[config.mk]
export PLATFORM = sky130hd
export DESIGN_NAME = freq_meter_ctrl
export DESIGN_NICKNAME = d
export VERILOG_FILES = /design/src/rtl/freq_meter_ctrl.sv
export SDC_FILE = /design/constraint.sdc
export NUM_CORES = 1
export LEC_CHECK = 0
export CORE_UTILIZATION = 55
export DETAILED_ROUTE_END_ITERATION = 12
export GPL_TIMING_DRIVEN = 0
export HOLD_SLACK_MARGIN = 0.08
export PLACE_DENSITY = 0.94
export SKIP_LAST_GASP = 1
export SLEW_MARGIN = 20
export SYNTH_ARGS = -nofsm -noshare
export SYNTH_HDL_FRONTEND = slang
export SYNTH_SLANG_ARGS = --single-unit
[constraint.sdc]
create_clock -name CLK -period 8.26 [get_ports CLK]
set_input_delay 2.478 -clock CLK [delete_from_list [all_inputs] [get_ports CLK]]
set_output_delay 2.478 -clock CLK [all_outputs]
set_load 0.1 [all_outputs]
[src/rtl/freq_meter_ctrl.sv]
// Frequency meter front end: rising-crossing detector with hysteresis, period
// counter, and operand/result sequencing for a shared iterative 32-bit divider.
module freq_meter_ctrl #(
  parameter int unsigned SAMPLE_W   = 8,
  parameter logic [31:0] SAMPLE_HZ  = 32'd1000000,
  parameter int unsigned MIN_PERIOD = 4,
  parameter logic [31:0] TIMEOUT    = 32'd1000000
) (
  input  logic                CLK,
  input  logic                RST,
  input  logic [SAMPLE_W-1:0] sample_in,
  input  logic                sample_en,
  input  logic [SAMPLE_W-1:0] level,
  input  logic [SAMPLE_W-1:0] hyst,
  output logic [31:0]         div_dividend,
  output logic [31:0]         div_divisor,
  input  logic [31:0]         div_quotient,
  input  logic                div_valid,
  output logic [31:0]         freq_hz,
  output logic                freq_valid,
  output logic                no_signal,
  output logic                busy,
  output logic [1:0]          dbg_state
);

  // Divider handshake: div_valid high means the divider is idle or holding a
  // result, and it loads div_dividend/div_divisor on every edge where it is
  // high. ARM waits for such an edge (operands loaded), RUN waits for the next
  // one (result ready). Operands never change while ARM or RUN.
  typedef enum logic [1:0] {
    ST_IDLE = 2'd0,
    ST_ARM  = 2'd1,
    ST_RUN  = 2'd2
  } state_t;

  localparam logic [31:0] MIN_P   = 32'(MIN_PERIOD);
  localparam logic [31:0] TO_LAST = TIMEOUT - 32'd1;

  state_t        r_state;
  state_t        w_state_nxt;
  logic          r_armed;
  logic          r_seen;
  logic [31:0]   r_cnt;
  logic [31:0]   r_dividend;
  logic [31:0]   r_divisor;
  logic [31:0]   r_freq_hz;
  logic          r_freq_valid;
  logic          r_no_signal;

  logic [SAMPLE_W-1:0] w_thresh;
  logic                w_at_level;
  logic                w_below_thr;
  logic                w_cross;
  logic                w_cnt_max;
  logic [31:0]         w_period;
  logic                w_short;
  logic                w_idle;
  logic                w_accept;
  logic                w_timeout;
  logic                w_capture;

  // Re-arm threshold saturates at zero when hysteresis exceeds the level.
  assign w_thresh    = (level > hyst) ? (level - hyst) : '0;
  assign w_at_level  = (sample_in >= level);
  assign w_below_thr = (sample_in <= w_thresh);
  assign w_cross     = sample_en & r_armed & w_at_level;

  assign w_cnt_max   = &r_cnt;
  assign w_period    = w_cnt_max ? r_cnt : (r_cnt + 32'd1);
  assign w_short     = (w_period < MIN_P);
  assign w_idle      = (r_state == ST_IDLE);
  assign w_accept    = w_cross & r_seen & ~w_short & w_idle;
  assign w_timeout   = sample_en & ~w_cross & (r_cnt == TO_LAST);
  assign w_capture   = (r_state == ST_RUN) & div_valid;

  always_comb begin
    w_state_nxt = r_state;
    case (r_state)
      ST_IDLE: if (w_accept)  w_state_nxt = ST_ARM;
      ST_ARM:  if (div_valid) w_state_nxt = ST_RUN;
      ST_RUN:  if (div_valid) w_state_nxt = ST_IDLE;
      default: w_state_nxt = ST_IDLE;
    endcase
  end

  always_ff @(posedge CLK) begin
    if (RST) begin
      r_state      <= ST_IDLE;
      r_armed      <= 1'b0;
      r_seen       <= 1'b0;
      r_cnt        <= '0;
      r_dividend   <= SAMPLE_HZ;
      r_divisor    <= 32'd1;
      r_freq_hz    <= '0;
      r_freq_valid <= 1'b0;
      r_no_signal  <= 1'b0;
    end else begin
      r_state      <= w_state_nxt;
      r_freq_valid <= 1'b0;

      // A sample at/above level never arms, so a crossing always clears armed.
      if (sample_en) begin
        if (w_cross)
          r_armed <= 1'b0;
        else if (w_below_thr && !w_at_level)
          r_armed <= 1'b1;

        if (w_cross || w_timeout)
          r_cnt <= '0;
        else if (!w_cnt_max)
          r_cnt <= r_cnt + 32'd1;
      end

      if (w_timeout)
        r_seen <= 1'b0;
      else if (w_cross)
        r_seen <= 1'b1;

      if (w_accept) begin
        r_dividend <= SAMPLE_HZ;
        r_divisor  <= w_period;
      end

      // A timeout while a division is in flight defers its pulse to the result.
      if (w_capture) begin
        r_freq_hz    <= div_quotient;
        r_freq_valid <= 1'b1;
        r_no_signal  <= 1'b0;
      end else if (w_timeout) begin
        r_no_signal <= 1'b1;
        if (w_idle) begin
          r_freq_hz    <= '0;
          r_freq_valid <= 1'b1;
        end
      end
    end
  end

  assign div_dividend = r_dividend;
  assign div_divisor  = r_divisor;
  assign freq_hz      = r_freq_hz;
  assign freq_valid   = r_freq_valid;
  assign no_signal    = r_no_signal;
  assign busy         = (r_state == ST_ARM) | (r_state == ST_RUN);
  assign dbg_state    = r_state;

endmodule
==> results_dict.tcl <==
set metrics [dict create \
    fin_cells 1126 \
    boundaryPins 161 \
    drtIter0Drc 668 \
    via_count 6776 \
    p_per_area_nw_per_um2 130 \
    cts_max_level 3 \
    final_antenna_net_count 0 \
    hold_end "div_divisor[27]$_SDFFE_PP0P_" \
    avgSynthCellArea_um2 8.17 \
    synthesis.area_um2 6620 \
    grt_pass1_wl_mm 33.0 \
    grt-ovfl-total 0 \
    clk-insertion-delay-late_ns 0.36 \
    syn_inst 810 \
    slew_violations 0 \
    setup_tns_ns 0 \
    leakage_uw 0.00333 \
    grt_usage_pct 33.8 \
    drive_gt1_share_pct 9.46 \
    synthArstFlopShare_pct 0 \
    start_kind "input pin" \
    wl_mm 21.1 \
    fp.dieW_um 112 \
    dr.pass1.iters 10 \
    wl_per_cell_um 18.7 \
    cts_hold_buf 0 \
    die_y_um 112 \
    max_slew.worst_pin.slew_ns 1.06 \
    finalPower_uw 1100 \
    r2r_cells 12 \
    place_congestion 0.984 \
    areaGrowthSynthToFinish_pct 28.0 \
    fp.coreArea_um2 11600 \
    finalSetupViolations 0 \
    cts_resized 0 \
    max_slew_margin_pct 28.9 \
    yosys-top-cells-area "dfxtp_1 (31%), ha_1 (5.5%), buf_4 (4.5%)" \
    synthAdderAreaFrac_pct 5.79 \
    cap_violations 0 \
    fmax_ghz 0.165 \
    clk_pin_slew_ns 0.07 \
    violations "design-rule violations" \
    grt_start_max_net_pins 18 \
    finalHoldViolCount 0 \
    synth-compound-area-share_pct 17.1 \
    finClkSkew_ns 0.00871 \
    synthSimpleGateAreaFrac_pct 26.3 \
    synth_mux_area_share_pct 6.03 \
    numCtsBuffers 9 \
    dpl-instance-area_um2 8180 \
    fin_area_um2 8470 \
    synth_top_family_by_area "simple AND/OR/NAND/NOR gates" \
    clk_path_buf_depth 2 \
    synth_common_cells "dfxtp_1 (102), nor2_1 (79), a21oi_1 (46)" \
    vias_per_cell 6.02 \
    cts_tree "yes" \
    crit_type "in2reg" \
    synth-edff-count 0 \
    antenna_found_initial 0 \
    final_nets 1068 \
    synth.most_common_cell "dfxtp_1" \
    die-area_um2 12500 \
    r2r_slack_ns 4.12 \
    fin_crit_sh_pct 73.5 \
    antenna_cells 0 \
    drc 4 \
    synthFlopType "dfxtp_1" \
    synth-xor-area-share_pct 3.71 \
    period_needed_ns 6.07 \
    yosys.area.top_type "dfxtp_1" \
    crit_fanout 8 \
    initial_core_util_pct 57.2 \
    cts_setup_buffers 0 \
    place_hpwl_mm 15.8 \
    synth_top_area_share_pct 30.9 \
    status "complete, but fails checks" \
    hold_start "div_divisor[27]$_SDFFE_PP0P_" \
    hp-class "reg2reg" \
    synth.distinct_cells 70 \
    dp.cells 1110 \
    synth-seq-cells 102 \
    cts_root_buf "clkbuf_16" \
    r2r-end "div_divisor[2]$_SDFFE_PP0P_" \
    ir_drop_uv 95.3 \
    rsz0062_at_grt "no" \
    crit_path_end_kind "register" \
    rows 39 \
    numClockSinks 102 \
    nFillCells 893 \
    hold_slack_ns 0.479 \
    synth-warning-count 0 \
    worstReg2RegStart "r_cnt[0]$_SDFFE_PP0P_" \
    numPortBuffers 127 \
    worstPathRequired_ns 8.54 \
    ys_seq_area_share_pct 30.9 \
    worstPathArrival_ns 6.35 \
    hold_path_depth 2 \
    first_global_vias 6521 \
]
## registers in the layout, indices dropped and copies added (netlist names)
name,cells
freq_valid,1
freq_hz,32
r_cnt,32
r_armed,1
div_divisor,32
dbg_state,2
no_signal,1
r_seen,1
## metrics by stage
step,setup slack (ns),util [%]
detailed placement,1.85,70.8
global route,1.96,73.2
floorplan,2.77,-
finish,2.19,73.2
CTS,2.22,73.2
global placement,1.93,70.7
## cells by family (layout without fill, tap and decap cells)
family	after synthesis	count (layout)
compound gates	169	169
xor+xnor	28	28
fa+ha+maj	30	30
buf+inv	129	272
flops	102	102
mux	36	36
other cells	2	32
simple gates	314	314
## cells in the final DEF (no fill, tap or decap), types with 27 or more instances in the layout
master             n
o21ai_0           29
nand2_1           32
clkbuf_1          34
nor2_1            79
ha_1              29
nor2b_1           27
clkdlybuf4s50_1  127
inv_1             33
nand3_1           39
nor3_1            30
buf_4             40
a21oi_1           46
conb_1            32
a22oi_1           38
dfxtp_1          102
## report_power, final
group          switching (uW)  internal, uW  total (uW)
sequential               1.57           493         494
clock                     199           216         415
combinational             126          66.4         192
total                     326           775        1100
## worst max-delay path, stage by stage
cell and delay (ns):
clkdlybuf4s50_1 0.48, inv_1 0.05, ha_1 0.22, fa_1 0.41, nor2b_1 0.13, o21ai_0 0.11
a21oi_1 0.21, o21ai_0 0.14, a21oi_1 0.19, o21a_1 0.14, o22a_1 0.30, nand2b_1 0.09
ha_1 0.29, nor2b_1 0.13, o21a_1 0.16, o21a_1 0.16, o21a_1 0.17, o21bai_1 0.12
a22o_1 0.16, a21oi_1 0.06, nor3_1 0.14
## routing by layer
layer | share of wire, % | global-route usage, %
met4 | 4.6 | 16.1
met2 | 45 | 55.2
met5 | 0 | 0
met1 | 40 | 41.2
met3 | 10 | 9.09
## worst max-delay path by stage
stage                  start                   end  cells past startpoint
detailed placement  level[0]  r_armed$_SDFFE_PP0P_                     21
global placement    level[0]  r_armed$_SDFFE_PP0P_                     21
CTS                 level[0]  r_armed$_SDFFE_PP0P_                     21
floorplan           level[0]  r_armed$_SDFFE_PP0P_                     20
global route        level[0]  r_armed$_SDFFE_PP0P_                     21
finish              level[0]  r_armed$_SDFFE_PP0P_                     21
## layout make-up
class,count,area (um2),area share (%)
well taps,143,179,2.11
plain buffers,96,543,6.41
repair buffers,127,1270,15.0
flip-flops and latches,102,2040,24.1
multi-input cells,609,4030,47.5
clock inverters,5,43.8,0.517
clock buffers,11,243,2.87
inverters,33,124,1.46
(Power assumes the default switching activity.)
